===== src/rtl/single_clk_ram_param_pkg.sv =====
// Shared definitions for the parametrised single-clock simple-dual-port RAM.
package single_clk_ram_param_pkg;

  // Same-address read-during-write behaviour.
  localparam int RDW_OLD = 0;
  localparam int RDW_NEW = 1;

  // Clear sequencer states.
  typedef enum logic [0:0] {
    ST_IDLE  = 1'b0,
    ST_CLEAR = 1'b1
  } clr_state_e;

  // Width of one write-mask lane.
  function automatic int unsigned lane_width(input int unsigned dw, input int unsigned lanes);
    return dw / lanes;
  endfunction

endpackage


===== src/rtl/single_clk_ram_param_clear_fsm.sv =====
// Clear sequencer: walks every address once, writing INIT_VALUE, after reset
// or when a clear is requested from idle.
//
//   state    | meaning
//   ---------+-----------------------------------------------------------
//   ST_IDLE  | memory usable, user ports live, waits for clr_req_i
//   ST_CLEAR | writes INIT_VALUE to mem[cnt], cnt++ per enabled cycle;
//            | leaves after the cycle that writes the last address
module ram_clear_fsm
  import single_clk_ram_param_pkg::*;
#(
  parameter int unsigned              ADDR_WIDTH = 7,
  parameter int unsigned              DATA_WIDTH = 2,
  parameter logic [DATA_WIDTH-1:0]    INIT_VALUE = '0
) (
  input  logic                  clk_i,
  input  logic                  rst_n_i,
  input  logic                  enable_i,
  input  logic                  clr_req_i,
  output logic                  busy_o,
  output logic                  clr_we_o,
  output logic [ADDR_WIDTH-1:0] clr_addr_o,
  output logic [DATA_WIDTH-1:0] clr_data_o
);

  clr_state_e            state_q, state_d;
  logic [ADDR_WIDTH-1:0] cnt_q, cnt_d;

  // State and address counter registers; reset starts a fresh clear.
  always_ff @(posedge clk_i or negedge rst_n_i) begin
    if (!rst_n_i) begin
      state_q <= ST_CLEAR;
      cnt_q   <= '0;
    end else begin
      state_q <= state_d;
      cnt_q   <= cnt_d;
    end
  end

  // Next-state logic; a stalled cycle holds everything.
  always_comb begin
    state_d = state_q;
    cnt_d   = cnt_q;
    if (enable_i) begin
      case (state_q)
        ST_CLEAR: begin
          cnt_d = cnt_q + 1'b1;
          if (&cnt_q) state_d = ST_IDLE;
        end
        ST_IDLE: begin
          if (clr_req_i) begin
            state_d = ST_CLEAR;
            cnt_d   = '0;
          end
        end
        default: state_d = ST_IDLE;
      endcase
    end
  end

  assign busy_o     = (state_q == ST_CLEAR);
  assign clr_we_o   = busy_o & enable_i;
  assign clr_addr_o = cnt_q;
  assign clr_data_o = INIT_VALUE;

endmodule


===== src/rtl/single_clk_ram_param.sv =====
// Single-clock simple-dual-port RAM with lane write masks, selectable
// read-during-write, optional output register and a hardware clear sequencer.
module single_clk_ram_param
  import single_clk_ram_param_pkg::*;
#(
  parameter int unsigned           DATA_WIDTH = 2,
  parameter int unsigned           ADDR_WIDTH = 7,
  parameter int unsigned           LANES      = 1,
  parameter int                    RDW_MODE   = RDW_NEW,
  parameter int                    OUT_REG    = 0,
  parameter logic [DATA_WIDTH-1:0] INIT_VALUE = '0
) (
  input  logic                  clk_i,
  input  logic                  rst_n_i,
  input  logic                  enable_i,
  input  logic                  we_i,
  input  logic [LANES-1:0]      wr_mask_i,
  input  logic [ADDR_WIDTH-1:0] wr_addr_i,
  input  logic [DATA_WIDTH-1:0] wr_data_i,
  input  logic                  rd_en_i,
  input  logic [ADDR_WIDTH-1:0] rd_addr_i,
  output logic [DATA_WIDTH-1:0] rd_data_o,
  output logic                  rd_valid_o,
  input  logic                  clr_req_i,
  output logic                  busy_o
);

  localparam int unsigned LW    = lane_width(DATA_WIDTH, LANES);
  localparam int unsigned DEPTH = 1 << ADDR_WIDTH;

  if (LW * LANES != DATA_WIDTH) begin : g_bad_lanes
    $error("DATA_WIDTH must be an integer multiple of LANES");
  end

  logic [DATA_WIDTH-1:0] mem_q [DEPTH];

  logic                  busy;
  logic                  clr_we;
  logic [ADDR_WIDTH-1:0] clr_addr;
  logic [DATA_WIDTH-1:0] clr_data;
  logic                  wr_acc;
  logic                  rd_acc;
  logic [DATA_WIDTH-1:0] wr_merged;
  logic [DATA_WIDTH-1:0] rd_word;
  logic [DATA_WIDTH-1:0] rd_data_q;
  logic                  rd_valid_q;

  ram_clear_fsm #(
    .ADDR_WIDTH (ADDR_WIDTH),
    .DATA_WIDTH (DATA_WIDTH),
    .INIT_VALUE (INIT_VALUE)
  ) u_clear (
    .clk_i      (clk_i),
    .rst_n_i    (rst_n_i),
    .enable_i   (enable_i),
    .clr_req_i  (clr_req_i),
    .busy_o     (busy),
    .clr_we_o   (clr_we),
    .clr_addr_o (clr_addr),
    .clr_data_o (clr_data)
  );

  assign wr_acc = enable_i & we_i & ~busy;
  assign rd_acc = enable_i & rd_en_i & ~busy;

  // Word as it will look after the write: masked lanes new, others old.
  always_comb begin
    wr_merged = mem_q[wr_addr_i];
    for (int k = 0; k < int'(LANES); k++) begin
      if (wr_mask_i[k]) wr_merged[k*LW +: LW] = wr_data_i[k*LW +: LW];
    end
  end

  // Read word, bypassing the write merge on a same-address collision when new-data mode is selected.
  always_comb begin
    rd_word = mem_q[rd_addr_i];
    if ((RDW_MODE == RDW_NEW) && wr_acc && (wr_addr_i == rd_addr_i)) rd_word = wr_merged;
  end

  // Memory array; the clear sequencer owns the write port while busy.
  always_ff @(posedge clk_i) begin
    if (clr_we) begin
      mem_q[clr_addr] <= clr_data;
    end else if (wr_acc) begin
      mem_q[wr_addr_i] <= wr_merged;
    end
  end

  if (OUT_REG != 0) begin : g_out_reg
    logic [DATA_WIDTH-1:0] rd_s1_q;
    logic                  rd_s1_v_q;

    // Two-stage read pipeline: capture stage then output stage.
    always_ff @(posedge clk_i or negedge rst_n_i) begin
      if (!rst_n_i) begin
        rd_s1_q    <= '0;
        rd_s1_v_q  <= 1'b0;
        rd_data_q  <= '0;
        rd_valid_q <= 1'b0;
      end else if (enable_i) begin
        rd_s1_v_q  <= rd_acc;
        if (rd_acc) rd_s1_q <= rd_word;
        rd_valid_q <= rd_s1_v_q;
        if (rd_s1_v_q) rd_data_q <= rd_s1_q;
      end
    end
  end else begin : g_no_out_reg
    // Single-stage read: data lands one enabled cycle after acceptance.
    always_ff @(posedge clk_i or negedge rst_n_i) begin
      if (!rst_n_i) begin
        rd_data_q  <= '0;
        rd_valid_q <= 1'b0;
      end else if (enable_i) begin
        rd_valid_q <= rd_acc;
        if (rd_acc) rd_data_q <= rd_word;
      end
    end
  end

  assign rd_data_o  = rd_data_q;
  assign rd_valid_o = rd_valid_q;
  assign busy_o     = busy;

endmodule


===== config.mk =====
export PLATFORM = sky130hd
export DESIGN_NAME = single_clk_ram_param
export DESIGN_NICKNAME = d
export VERILOG_FILES = /design/src/rtl/single_clk_ram_param_pkg.sv /design/src/rtl/single_clk_ram_param_clear_fsm.sv /design/src/rtl/single_clk_ram_param.sv
export SDC_FILE = /design/constraint.sdc
export NUM_CORES = 1
export LEC_CHECK = 0
export ABC_AREA = 1
export BUFFER_PORTS_ARGS = -buffer_cell sky130_fd_sc_hd__buf_2
export CORE_MARGIN = 2
export CORE_UTILIZATION = 55
export DETAILED_ROUTE_END_ITERATION = 7
export PLACE_DENSITY = 0.71
export SETUP_SLACK_MARGIN = 0.15
export SLEW_MARGIN = 5
export SYNTH_ARGS = -nofsm -noshare
export SYNTH_HDL_FRONTEND = slang
export SYNTH_SLANG_ARGS = --single-unit

===== constraint.sdc =====
create_clock -name clk_i -period 5.84 [get_ports clk_i]
set_input_delay 0.292 -clock clk_i [delete_from_list [all_inputs] [get_ports clk_i]]
set_output_delay 0.292 -clock clk_i [all_outputs]
set_load 0.01 [all_outputs]

==> flow_metrics.py <==
metrics = {
    "power": {
        "comb_power_share_pct": 16.2,
        "pwr-share-clk_pct": 39.9,
        "switching_share_pct": 28.3,
        "seqPwrFrac_pct": 43.9,
        "power_density_mw_per_mm2": 313,
        "vdd_ir_drop_max_uv": 294,
        "power.switching_mw": 1.39,
        "intPower_mw": 3.52,
        "p_leak_nw": 6.16,
    },
    "floorplan": {
        "dieArea_sq_mm": 0.0277,
        "ios": 27,
        "die_w_um": 167,
        "rows": 59,
        "start_util_pct": 55.9,
        "fp.dieH_um": 167,
        "core_area_sq_mm": 0.0260,
    },
    "min_path": {
        "hold_path.class": "primary input to flop",
        "holdCritStartpoint": "rd_en_i",
    },
    "sta": {
        "setup_viol": 0,
        "worstMarginPinSlew_ns": 1.18,
        "worst_hold_slack_ns": 0.0229,
        "finalMaxSlewViolations": 0,
        "relSlewSlack_pct": 21.2,
        "rsz0062_at_grt": "false",
        "hold_viol": 0,
        "timing.final.crit_share_pct": 62.8,
        "max_freq_mhz": 273,
        "fin_skew_ns": 0.0156,
        "period_needed_ns": 3.67,
        "fin_setup_tns_ns": 0,
    },
    "logic_synthesis": {
        "yosys_register_bits": 267,
        "async_reset_ff_share_pct": 4.12,
        "synth_ff_type": "edfxtp_1",
        "synth-warning-count": 0,
        "syn_inst": 1767,
        "yosys-top-cells-area": "edfxtp_1 53%, nand2_1 18%, nand3_1 15%",
        "synth_enable_flop_cells": 256,
        "yosysUniqueCellTypes": 32,
        "synth_top_area_share_pct": 52.9,
        "synth_area_sq_mm": 0.0145,
        "seq_area_frac_synth_pct": 54.8,
        "syn_area_per_cell_sq_um": 8.23,
        "synth_largest_area_cell": "edfxtp_1",
        "syn_nets": 1791,
    },
    "placed_design": {
        "port_buffers": 26,
        "place_congestion": 0.898,
        "dp_hpwl_mm": 25.3,
    },
    "grt": {
        "grt_overflow_total": 0,
        "grt_pass1_vias": 11900,
        "grt_max_degree": 97,
        "grt_pass1_wl_mm": 67.6,
        "gr-usage-met3_pct": 5.01,
        "busiest_layer": "met2",
        "use_met2_pct": 47.8,
        "grt_use_met1_pct": 44.0,
        "grtUsageTotal_pct": 30.8,
        "antenna_found_initial": 0,
    },
    "cells_and_area": {
        "antenna_cells": 0,
        "final_cell_mix": "695 x nand2_1, 446 x nand3_1, 256 x edfxtp_1",
        "drive_above_1_share_pct": 6.99,
        "areaGrowthSynthToFinish_pct": 7.74,
        "final_common_cell": "nand2_1",
        "nets": 1749,
        "num-fill-cells": 2206,
    },
    "clock_network": {
        "post_cts_buffers": 0,
        "ctsHtreeMaxLevel": 1,
        "cts_root_buf": "clkbuf_16",
        "cts_buffers": 28,
        "cts_tree": "built",
        "clk_pin_slew_ns": 0.06,
        "clk_latency_ns": 0.56,
        "ctsResizeCount": 0,
        "cts.sinks": 267,
        "ctsLongestPathBuffers": 3,
    },
    "detailed_routing": {
        "antenna_left": 0,
        "firstDrtPassIters": 8,
        "drtIter0Drc": 2055,
        "drt-wirelength-per-cell_um": 21.0,
        "finalWirelength_mm": 43.6,
        "via_count": 12800,
        "viasPerCell": 6.17,
        "route.detailed.drc": 1,
    },
    "worst_setup_path": {
        "critPathLaunch": "wr_addr_i[0]",
        "r2r-start": "u_clear.busy_o",
        "critPathArrivalTime_ns": 3.88,
        "cp-end-kind": "flop",
        "critPathLaunchType": "primary input",
        "crit_fanout": 90,
        "critical_path_class": "primary input to flop",
        "critPathRequiredTime_ns": 6.05,
    },
    "status": {
        "status": "complete, but fails checks",
        "violations": "design-rule violations",
    },
    "run": {
        "maxCapViolations": 0,
    },
}
cell families after synthesis:
family | after synthesis | synth area share (%)
muxes | 1 | 0.0775
DFF | 267 | 54.8
adders and majority gates | 1 | 0.0861
and+or+nand+nor | 1306 | 38.1
buffers and inverters | 164 | 5.37
AOI/OAI and AO/OA | 26 | 1.42
xor gates and xnor gates | 2 | 0.121
cell usage after synthesis, types with 3 or more instances:
cell,number
inv_2,9
nor3_1,3
clkbuf_1,21
inv_1,37
clkinv_1,4
nor3_2,5
nand3_1,446
o21ai_0,10
buf_1,14
buf_6,5
buf_4,14
buf_2,60
edfxtp_1,256
dfrtp_1,10
a21oi_1,4
nor2_2,5
nand2_1,695
nor2_1,145
o21ai_4,5
repair_timing:
| item | 4_1_cts | 5_1_grt |
|---|---|---|
| endpoints found under the setup margin | 0 | 0 |
| hold buffers | 1 | 0 |
| endpoints found under the hold margin | 11 | 0 |
power groups by stage:
stage	clock [mW]	combinational (mW)	sequential, mW
after global placement	0	0.759	2.19
final	1.96	0.794	2.16
after CTS	1.96	0.772	2.15
after global routing	2.03	0.847	2.16
after detailed placement	0	0.766	2.19
after floorplan	0	0.528	2.19
worst max-delay path, cell delays in order:
cell	delay (ns)
buf_4	0.37
clkinv_2	0.61
buf_12	0.43
nand2_1	0.13
nand3_1	0.09
nand3_1	0.14
nand2_1	0.11
nand2_1	0.08
nand3_1	0.15
nand3_1	0.10
nand2_1	0.05
nand2_1	0.05
nand3_1	0.09
nand2_1	0.10
clkinv_2	0.44
buf_12	0.40
sequential cells by signal, summed over array words and instances (netlist names):
signal and cells:
u_clear.busy_o 1, rd_valid_o 1, rd_data_o 2, u_clear.clr_addr_o 7
mem_q 256
through the flow:
step | power (mW) | area, sq um | setup slack [ns] | util, % | instances
2_1_floorplan | 2.71 | 14500 | 2.63 | - | 1767
3_3_place_gp | 2.95 | 14700 | 1.80 | 56.4 | 2029
3_5_place_dp | 2.96 | 14700 | 1.79 | 56.4 | 2029
4_1_cts | 4.88 | 15700 | 2.34 | 60.3 | 2081
5_1_grt | 5.03 | 15700 | 2.03 | 60.3 | 2081
6_report | 4.91 | 15700 | 2.17 | 60.3 | 2081
final cells by class:
type,instances,area [sq um],area share (%)
Sequential cell,267,7960,50.8
Clock buffer,34,744,4.75
Timing Repair Buffer,42,295,1.89
Clock inverter,17,254,1.62
Tap cell,335,419,2.68
Multi-Input combinational cell,1336,5790,37.0
Inverter,50,193,1.23
worst paths after layout:
| kind | cells past startpoint | slack, ns | end |
|---|---|---|---|
| max | 16 | 2.17 | mem_q[40][0] |
| max in group asynchronous | 2 | 5.42 | u_clear.busy_o |
| min reg2reg | 2 | 0.52 | rd_valid_o |
| min | 3 | 0.02 | rd_valid_o |
| min in group asynchronous | 2 | 0.16 | rd_data_o[0] |
| max reg2reg | 8 | 2.74 | mem_q[15][1] |
metal layers:
metal / up-vias / wire (um)
met5: - / 0
met2: 885 / 19700
met4: 0 / 1670
met3: 150 / 4990
met1: 5956 / 17200
li1: 5848 / -
Power figures use the tool's default switching activity.
